File: src/rtl/ssd_scan_driver.sv
// Time-multiplexed driver for DIGITS active-low seven-segment digits on one shared segment bus.
// Holds a 5-bit code per digit; adds per-digit blinking, leading-zero blanking and a dead cycle per slot.
module ssd_scan_driver #(
  parameter int DIGITS      = 4,
  parameter int REFRESH_DIV = 100000,
  parameter int BLINK_DIV   = 125
) (
  input  logic              clk,
  input  logic              reset,
  input  logic              wr_en,
  input  logic [2:0]        wr_addr,
  input  logic [4:0]        wr_code,
  input  logic [DIGITS-1:0] blink_mask,
  input  logic              lzb,
  output logic [7:0]        seg,
  output logic [DIGITS-1:0] an
);

  localparam int IW = (DIGITS > 1) ? $clog2(DIGITS) : 1;
  localparam int PW = $clog2(REFRESH_DIV);
  localparam int FW = (BLINK_DIV > 1) ? $clog2(BLINK_DIV) : 1;
  localparam logic [4:0] CODE_BLANK = 5'd30;

  logic [PW-1:0]     pre;
  logic [IW-1:0]     idx;
  logic [FW-1:0]     frame;
  logic              phase;
  logic [4:0]        mem [DIGITS];

  logic              tick;
  logic              last_idx;
  logic              last_frame;
  logic              wr_ok;
  logic [DIGITS-1:0] suppress;
  logic [7:0]        seg_next;
  logic [DIGITS-1:0] an_next;

  function automatic logic [7:0] decode(input logic [4:0] code);
    logic [7:0] pat;
    case (code)
      5'd0, 5'd10, 5'd11: pat = 8'h03;
      5'd1, 5'd12:        pat = 8'h9F;
      5'd2, 5'd13:        pat = 8'h25;
      5'd3, 5'd14:        pat = 8'h0D;
      5'd4, 5'd15:        pat = 8'h99;
      5'd5, 5'd16:        pat = 8'h49;
      5'd6, 5'd17:        pat = 8'h41;
      5'd7, 5'd18:        pat = 8'h1F;
      5'd8, 5'd19:        pat = 8'h01;
      5'd9, 5'd20:        pat = 8'h09;
      5'd21:              pat = 8'h71; // F
      5'd22:              pat = 8'h11; // A
      5'd23:              pat = 8'hF3; // I
      5'd24:              pat = 8'hE3; // L
      5'd25:              pat = 8'h13; // N
      5'd26:              pat = 8'h83; // U
      5'd27:              pat = 8'h61; // E
      5'd28:              pat = 8'h85; // D
      default:            pat = 8'hFF;
    endcase
    // Dotted codes 11..20 reuse the digit pattern with dp lit.
    if (code >= 5'd11 && code <= 5'd20) pat[0] = 1'b0;
    return pat;
  endfunction

  assign tick       = (pre == PW'(REFRESH_DIV - 1));
  assign last_idx   = (idx == IW'(DIGITS - 1));
  assign last_frame = (frame == FW'(BLINK_DIV - 1));
  assign wr_ok      = wr_en && (32'(wr_addr) < 32'(DIGITS));

  // Walk from the most significant digit down; suppression continues only through zeros and blanks.
  always_comb begin
    logic            run;
    logic [4:0]      code;
    logic            is_zero;
    int unsigned     i;
    suppress = '0;
    run      = 1'b1;
    for (int unsigned k = 0; k < DIGITS; k++) begin
      i       = DIGITS - 1 - k;
      code    = mem[IW'(i)];
      is_zero = (code == 5'd0) || (code == 5'd10);
      suppress[IW'(i)] = lzb && run && is_zero && (i != 0);
      run     = run && (is_zero || code >= 5'd29);
    end
  end

  always_comb begin
    seg_next = 8'hFF;
    an_next  = '1;
    if (!tick) begin
      an_next = ~(DIGITS'(1) << idx);
      if (!((phase && blink_mask[idx]) || suppress[idx]))
        seg_next = decode(mem[idx]);
    end
  end

  always_ff @(posedge clk) begin
    if (reset) begin
      pre   <= '0;
      idx   <= '0;
      frame <= '0;
      phase <= 1'b0;
      seg   <= '1;
      an    <= '1;
      for (int unsigned i = 0; i < DIGITS; i++) mem[IW'(i)] <= CODE_BLANK;
    end else begin
      if (wr_ok) mem[wr_addr[IW-1:0]] <= wr_code;
      if (tick) begin
        pre <= '0;
        idx <= last_idx ? '0 : idx + 1'b1;
        if (last_idx) begin
          frame <= last_frame ? '0 : frame + 1'b1;
          if (last_frame) phase <= ~phase;
        end
      end else begin
        pre <= pre + 1'b1;
      end
      seg <= seg_next;
      an  <= an_next;
    end
  end

endmodule

File: config.mk
export PLATFORM = sky130hd
export DESIGN_NAME = ssd_scan_driver
export DESIGN_NICKNAME = d
export VERILOG_FILES = /design/src/rtl/ssd_scan_driver.sv
export SDC_FILE = /design/constraint.sdc
export NUM_CORES = 1
export LEC_CHECK = 0
export ABC_AREA = 1
export CAP_MARGIN = 20
export CORE_MARGIN = 2
export CORE_UTILIZATION = 25
export CTS_CLUSTER_SIZE = 20
export DETAILED_ROUTE_END_ITERATION = 6
export DONT_BUFFER_PORTS = 1
export GPL_ROUTABILITY_DRIVEN = 0
export PLACE_DENSITY_LB_ADDON = 0.1
export SLEW_MARGIN = 5
export SYNTH_ARGS = -nofsm -noshare
export SYNTH_HDL_FRONTEND = slang
export SYNTH_SLANG_ARGS = --single-unit
File: constraint.sdc
create_clock -name clk -period 2.15 [get_ports clk]
set_clock_uncertainty 0.2 [all_clocks]
set_input_delay 0.43 -clock clk [delete_from_list [all_inputs] [get_ports clk]]
set_output_delay 0.43 -clock clk [all_outputs]
set_load 0.02 [all_outputs]
==> run metrics, run 1 <==
die height=about 120 µm; routed vias/inst=roughly 4.3; area share of fa/ha/maj cells after synthesis=~4.8%; Tightest Pin Transition=around 0.38 ns; die area=roughly 16000 µm²; Tcrit/Tclk final=between 80% and 90%; switching portion of total power=between 20% and 30%; global route total overflow=0; Clk pin slew, worst setup/hold paths=0.06 ns; top post-synthesis cells by area=dfxtp_1 (23%), nand2_1 (17%), edfxtp_1 (17%); DR DRC count=0; Fmax achieved=approximately 530 MHz; unrepaired setup endpoints after global routing=no; Post-Syn Area=roughly 3600 µm²; Worst Path Buf+Inv=1; Final Slew Violations=0; initial antenna violation count=0; initial core utilization=between 20% and 30%; first-pass GRT wire length=approximately 15000 µm; overall routed net length=just over 9000 µm; diode count=0; largest net degree at the start of global routing=14; maximum VDD drop=roughly 0.33 mV; Syn-to-layout area delta=14.8%; crit path max-delay cell type=nor2_2; vias in the first global route=3052; vias=3059; relative slew slack=~74%; Power per Cell Area=a little under 700 nW/µm²; Crit path required time=around 2.2 ns; Synth Warn #=0; root buffer cell=clkbuf_16; Detail Placement HPWL=approximately 7000 µm; switching power=about 0.00073 W; synthesized area per cell=~7.2 µm²; CTS Sinks=just over 60; initial detailed-routing violation count=roughly 180; met1 WL=a little under 4000 µm; MaxCap Viol Count=0; setup TNS=0 ns; multiplexer share of the synthesized area=0%; I/O pins=28; Synth Area in XOR/XNOR=1.69%; Synth Area in Simple Gates=between 40% and 50%; highest metal used=met4; post-route insts no fill=roughly 700; Yosys cell types=36; crit-path leading delay family=simple AND/OR/NAND/NOR gates; routed length on met2=between 4000 and 5000 µm; complex-gate fraction of the synthesized area=4.96%; main combinational cell family by area after synthesis=simple AND/OR/NAND/NOR gates; Final min period=~1.9 ns; DP Cell Count=695; status=finished, final reports clean; Setup crit start kind=register; leading area contributor after synthesis=dfxtp_1; final hold violation count=0; first-pass iteration count of the detailed router=4; post-synthesis register bit count=between 60 and 70; fraction of power consumed by the clock network=a little under half; Synth Flop Type=dfxtp_1; layout cells sized above 1=between 10 and 15%; most frequent cell after synthesis=nand2_1; WL per Instance=about 13 µm; row cnt=44; Routed Antenna Nets=0; Critical Path AT=1.90 ns; FFs w/ async S/R, synth=0%; Commonest cells post-synth=nand2_1 (168), inv_1 (57), nor2_1 (49); worst-path cell chain=ha_1, nand2_2, inv_2, nand2_2, nor2_1, nand3_2, nand3_1, nor2_2, nand3_1; Comb pwr share=roughly 8.0%; post-synth net total=536; total core area=about 14000 µm²; Die Wd=approximately 120 µm; htree depth=3; slowest stage delay, CP=approximately 0.34 ns; Pleak=around 1.8 nW; part of the power in registers=44.6%; Clock Tree Buf Depth=2; Post-CTS Setup Bufs=0; hold crit path type=primary input to register; Mapped Cells=just over 500; critical path class=register to register; endpoint class of the critical path=register; Port Buf Inserts=0; Total GRT Usage=12.2%; sequential element share of the synthesized area=39.1%; TritonCTS buffer count=9; Finish-stage setup viols=0; Pint=between 0.002 and 0.0025 W; worst skew pair latency=0.34 ns; Yosys top cell area share=22.6%; nets=roughly 550; CTS tree=built; met3 routed wirelength=roughly 180 µm; EDFF count, synth=20; crit-path max FO=8
-- what timing repair did --
item                       CTS  global route
setup endpoints to repair    0             7
gates resized for setup      0             3
hold endpoints to repair     7             0
hold buffers                 1             0
-- worst paths after layout --
kind,end,startpoint,cells past startpoint,slack (ns)
worst min register to register,pre[0],pre[0],1,0.27
worst max register to register,seg[6],pre[0],9,0.25
worst min-delay path,mem[2][2],wr_addr[0],2,0.09
worst max-delay path,seg[6],pre[0],9,0.25
-- power groups by stage --
stage               registers [W]  clock network, W  logic [W]
floorplan                 0.00130                 0   0.000186
global placement          0.00131                 0   0.000231
detailed placement        0.00131                 0   0.000229
CTS                       0.00129           0.00141   0.000234
global route              0.00129           0.00145   0.000268
finish                    0.00129           0.00137   0.000232
-- layout by cell type (no fill, tap or decap), drive strengths merged --
master,instances
nand4,10
a21oi,20
edfxtp,20
buf,13
nand2,187
nor3,14
xnor2,3
nand3b,2
inv,63
o21ai,11
xor2,4
or2,1
nand3,45
nor2,57
clkinv,3
clkbuf,14
nor3b,2
o211ai,1
ha,14
o22ai,1
o21bai,1
dfxtp,41
dlygate4sd3,1
-- routing by layer --
metal	GRT usage, %	vias to the layer above
met3	2.19	16
li1	-	1641
met1	13.5	1366
met2	22.1	36
met5	0	-
met4	6.68	0
-- cell families after synthesis --
kind of cell	count (synthesis)
and+or+nand+nor	318
buffers and inverters	72
DFF	61
AOI/OAI and AO/OA	34
adders and majority gates	14
xor gates and xnor gates	7
-- sequential cells by signal, indices dropped and copies added (netlist names), named ones only --
signal and cells:
idx 2, an 4, seg 8, phase 1, pre 17, frame 7, mem 20
-- layout make-up --
cell class | instances | area (µm²)
Fill cell | 1557 | 10200
Multi-Input combinational cell | 373 | 1890
Sequential cell | 61 | 1420
Clock buffer | 14 | 264
Inverter | 64 | 244
Tap cell | 184 | 230
Timing Repair Buffer | 14 | 108
Clock inverter | 2 | 10.0
-- per-stage QoR --
step | utilization, % | total power (W) | setup WS, ns | instance area [µm²] | hold slack, ns
after floorplan | - | 0.00149 | 0.225 | 3630 | 0.230
after global placement | 27.0 | 0.00155 | 0.130 | 3880 | 0.247
after detailed placement | 27.0 | 0.00154 | 0.0828 | 3880 | 0.265
after CTS | 29.0 | 0.00294 | 0.0700 | 4160 | 0.0812
after global routing | 29.0 | 0.00301 | 0.0305 | 4170 | 0.108
final | 29.0 | 0.00289 | 0.253 | 4170 | 0.0915
(Power assumes the default switching activity.)
==> run 2, diff against run 1 <==
- clock period: 2.15 -> 1.5 ns (I/O delays scaled with it)
==> run metrics, run 2 (synthesis gave the netlist of run 1 again) <==
MaxCap Viol Count=0; I/O pins=28; hold crit path type=primary input to register; die height=125 µm; max FFs per register=20; highest metal used=met4; overall routed net length=10200 µm; root buffer cell=clkbuf_16; vias in the first global route=approximately 3500; Worst Path Buf+Inv=3; switching power=roughly 0.0011 W; Routed Antenna Nets=0; Critical Path AT=~1.8 ns; Die Wd=125 µm; initial core utilization=roughly 25%; final hold violation count=0; fraction of power consumed by the clock network=approximately 50%; worst skew pair latency=0.33 ns; row cnt=44; Port Buf Inserts=0; vias=roughly 3500; Fmax achieved=568 MHz; first-pass iteration count of the detailed router=4; Setup crit start kind=register; maximum VDD drop=approximately 0.53 mV; Power per Cell Area=approximately 840 nW/µm²; initial detailed-routing violation count=around 150; Syn-to-layout area delta=55.6%; total core area=14400 µm²; largest net degree at the start of global routing=12; worst-path cell chain=inv_6, nand2_2, nand2_2, nand2_2, nand2_4, inv_6, ha_4, inv_2, nand2_2, nand2_1, nand2_1, nand2_1, nand2_1, nand3_1; Clk pin slew, worst setup/hold paths=0.05 ns; endpoint class of the critical path=register; switching portion of total power=about a quarter; layout cells sized above 1=41.4%; post-route insts no fill=just over 800; htree depth=3; Largest regs=mem x20, pre x17, seg x8; first-pass GRT wire length=17100 µm; Comb pwr share=around 11%; DP Cell Count=~760; met1 WL=between 4000 and 5000 µm; WL per Instance=~13 µm; Pleak=between 2 and 2.5 nW; fillers=~1400; routed length on met2=between 4000 and 5000 µm; Multi-input gate area=between 2000 and 2500 µm²; slowest stage delay, CP=roughly 0.38 ns; crit path max-delay cell type=dfxtp_4; unrepaired setup endpoints after global routing=yes; TritonCTS buffer count=9; Total GRT Usage=between 10% and 20%; most frequent cells in the layout=nand2_1 (148), buf_4 (82), inv_1 (48), nor2_1 (33), dfxtp_1 (30); Final Slew Violations=0; routed vias/inst=roughly 4.4; global route total overflow=0; critical path class=register to register; relative slew slack=73.2%; storage element area=1440 µm²; status=complete, but fails checks; diode count=0; Pint=around 0.0036 W; most flop-heavy register=mem; Crit path required time=about 1.5 ns; initial antenna violation count=0; met3 routed wirelength=roughly 290 µm; nets=roughly 650; final hold slack=roughly 0.013 ns; Clock Tree Buf Depth=2; DR DRC count=0; commonest non-fill, non-tap cell in the layout=nand2_1; Tightest Pin Transition=~0.4 ns; Tcrit/Tclk final=117%; Finish-stage setup viols=41; final worst slack=-0.259 ns; Detail Placement HPWL=roughly 7500 µm; die area=between 15000 and 20000 µm²; CTS Sinks=between 60 and 70; part of the power in registers=between 30% and 40%; crit-path leading delay family=simple AND/OR/NAND/NOR gates; crit-path max FO=7; CTS tree=built; failing checks=setup timing; Final min period=1.76 ns
## run 2: worst paths after layout
| kind | from | endpoint | slack [ns] | cells after the start |
|---|---|---|---|---|
| max reg2reg | register | seg[5] | -0.26 | 14 |
| max | register | seg[5] | -0.26 | 14 |
| min | wr_code[2] | mem[1][2] | 0.01 | 2 |
| min reg2reg | frame[6] | frame[6] | 0.29 | 2 |
## run 2: layout make-up
class                           count  share of cell area [%]
Clock buffer                       11                    4.12
Clock inverter                      5                    1.75
Inverter                           64                    5.09
Multi-Input combinational cell    374                    43.4
Sequential cell                    61                    25.4
Tap cell                          184                    4.07
Timing Repair Buffer              106                    16.2
## run 2: repair_timing
action | 4_1_cts | 5_1_grt
resized for setup | 83 | 57
endpoints found under the setup margin | 40 | 41
gates cloned | 2 | 0
endpoints found under the hold margin | 15 | 0
hold buffers | 5 | 0
setup buffers | 18 | 7
pin swaps | 35 | 42
## run 2: power groups by stage
stage | combinational [W] | clock, W | sequential (W)
4_1_cts | 0.000503 | 0.00242 | 0.00185
5_1_grt | 0.000587 | 0.00248 | 0.00185
2_1_floorplan | 0.000303 | 0 | 0.00187
3_5_place_dp | 0.000408 | 0 | 0.00188
3_3_place_gp | 0.000408 | 0 | 0.00188
6_report | 0.000525 | 0.00236 | 0.00185
## run 2: layer usage
layer  GRT usage, %  vias up
met1           17.4     1609
met2           22.2       54
met3           2.92       21
met5              0        -
met4           6.61        0
li1               -     1836
## run 2: through the flow
| stage | TNS [ns] | instance area [µm²] | total power, W | setup WS [ns] | utilization (%) |
|---|---|---|---|---|---|
| after global placement | -6.04 | 4560 | 0.00229 | -0.359 | 31.8 |
| after CTS | -4.90 | 5450 | 0.00477 | -0.270 | 37.9 |
| after floorplan | -1.52 | 3790 | 0.00217 | -0.218 | - |
| after detailed placement | -6.19 | 4560 | 0.00229 | -0.357 | 31.8 |
| final | -5.19 | 5650 | 0.00473 | -0.259 | 39.4 |
| after global routing | -8.73 | 5650 | 0.00491 | -0.383 | 39.4 |
==> run 3, diff against run 2 <==
- ABC_AREA: 1 -> not set
==> run metrics, run 3 <==
Crit path required time=1.57 ns; TritonCTS buffer count=9; met2 Use GR=between 10% and 20%; sequential element share of the synthesized area=between 40% and 50%; cts hold-fix bufs=5; failing checks=hold timing, setup timing; DR DRC count=0; Largest regs=mem x20, pre x17, seg x8; leading area contributor after synthesis=dfxtp_1; routed vias/inst=4.42; Fmax achieved=about 450 MHz; root buffer cell=clkbuf_16; CTS Sinks=61; DP Cell Count=~560; layout cells sized above 1=between 30% and 40%; met1 Track Usage GR=between 10% and 20%; worst skew pair latency=roughly 0.33 ns; Commonest cells post-synth=dfxtp_1 (41), nor2_1 (29), nand2_1 (27); fin util=36.7%; maximum VDD drop=0.601 mV; WL per Instance=13.7 µm; critical path class=register to register; largest net degree at the start of global routing=17; initial detailed-routing violation count=134; vias=~2600; htree depth=3; endpoint class of the critical path=register; relative slew slack=77.2%; hold crit path type=primary input to register; setup TNS=-22.26 ns; first-pass GRT wire length=13300 µm; Worst Path Buf+Inv=0; Synth Warn #=0; EDFF count, synth=20; Die Wd=116 µm; Clk pin slew, worst setup/hold paths=0.06 ns; diode count=0; Setup crit start kind=register; top post-synthesis cells by area=dfxtp_1 (26%), edfxtp_1 (19%), ha_1 (5.5%); M3 GR Usage=under 10%; Final min period=around 2.2 ns; most flop-heavy register=mem; Power per Cell Area=913 nW/µm²; die area=around 14000 µm²; Detail Placement HPWL=~5900 µm; Finish-stage setup viols=39; post-route insts no fill=590; Critical Path AT=2.28 ns; initial antenna violation count=0; final worst slack=-0.714 ns; CTS tree=built; Syn-to-layout area delta=44.8%; max FFs per register=20; row cnt=41; Synth Flop Type=dfxtp_1; first-pass iteration count of the detailed router=4; initial core utilization=between 20% and 30%; overall routed net length=8060 µm; commonest non-fill, non-tap cell in the layout=buf_4; Pleak=between 1.5 and 2 nW; crit-path max FO=3; I/O pins=28; FFs w/ async S/R, synth=0%; Total GRT Usage=roughly an eighth; MaxCap Viol Count=0; nets=~440; Clock Tree Buf Depth=2; post-synthesis register bit count=a little over 60; Post-Syn Area=3160 µm²; Tcrit/Tclk final=148%; total core area=~12000 µm²; post-synth net total=~350; status=complete, but fails checks; die height=116 µm; final hold slack=-0.162 ns; Mapped Cells=318; crit path max-delay cell type=or4bb_4; most frequent cells in the layout=buf_4 (80), dfxtp_1 (36), nor2_1 (27), nand2_1 (22), edfxtp_1 (20); final hold violation count=18; Yosys cell types=49; Tightest Pin Transition=0.342 ns; synthesized area per cell=around 9.9 µm²; Routed Antenna Nets=0; global route total overflow=0; worst-path cell chain=or4bb_4, nor4_4, nand4_1, or3b_1, a21oi_2; Yosys top cell area share=26.0%; unrepaired setup endpoints after global routing=yes; crit-path leading delay family=simple AND/OR/NAND/NOR gates; slowest stage delay, CP=around 0.60 ns; GRT busiest layer=met2; Port Buf Inserts=0; vias in the first global route=~2600; most frequent cell after synthesis=dfxtp_1; Final Slew Violations=0
-- run 3: cell count changes in the layout (fill, tap and decap cells not counted), moves of 8 or more --
cell      before  now
inv_2          8    0
nand3_4        8    0
nor2_2         9    1
nand2b_1       0   10
inv_1         48    8
nor2_4        14    1
nand2_1      148   22
o21ai_0        1   10
nand3_1       28   10
nand2_4       14    2
xnor2_1        2   11
nand2_2       22    3
-- run 3: where the power goes --
part           leakage [nW]  switching, W  internal, W  total, W
clock                 0.121      0.000779      0.00110   0.00188
sequential            0.535     0.0000686      0.00177   0.00184
combinational          1.11      0.000209     0.000240  0.000449
total                  1.77       0.00106      0.00312   0.00417
-- run 3: through the flow --
stage | hold slack [ns] | cell area (µm²) | power [W] | worst slack [ns]
after floorplan | 0.169 | 3240 | 0.00209 | -0.702
after global placement | 0.176 | 4000 | 0.00225 | -0.815
after detailed placement | 0.177 | 4000 | 0.00225 | -0.734
after CTS | -0.177 | 4480 | 0.00420 | -0.727
after global routing | -0.183 | 4570 | 0.00435 | -0.819
final | -0.162 | 4570 | 0.00417 | -0.714
-- run 3: logic make-up (layout without fill, tap and decap cells) --
logic type               after synthesis  after routing  share of synthesized area, %
AO/OA/AOI/OAI                         56             56                          11.2
XOR/XNOR                              19             19                          5.27
adder cells (fa/ha/maj)               14             14                          5.55
buffers and inverters                 23            122                          3.17
flip-flops                            61             61                          45.0
multiplexers                          13             14                          6.50
AND/OR/NAND/NOR                      132            132                          23.3
-- run 3: repair_timing --
item	in CTS	in global routing
hold endpoints to repair	40	18
endpoints found under the setup margin	39	39
cloned	1	0
pin swaps	11	8
resized for setup	30	20
setup buffers	6	4
-- run 3: metal layers --
metal,vias to the layer above,part of all wire [%]
li1,1342,-
met1,1213,50
met2,43,45
met3,11,3.7
met4,0,1.9
met5,-,0
-- run 3: worst paths after layout --
check,start,to,slack [ns],depth (start not counted)
max,pre[6],frame[6],-0.71,5
min,reset,frame[6],-0.16,1
max reg2reg,pre[6],frame[6],-0.71,5
min reg2reg,frame[5],frame[5],0.30,2
-- run 3: cell type report --
cell class	instances	area [µm²]
sequential	61	1430
clock buffer	11	233
inverter	12	57.6
timing repair buffer	94	752
multi-input combinational	235	1860
clock inverter	5	27.5
fill	1285	7890
tap	172	215
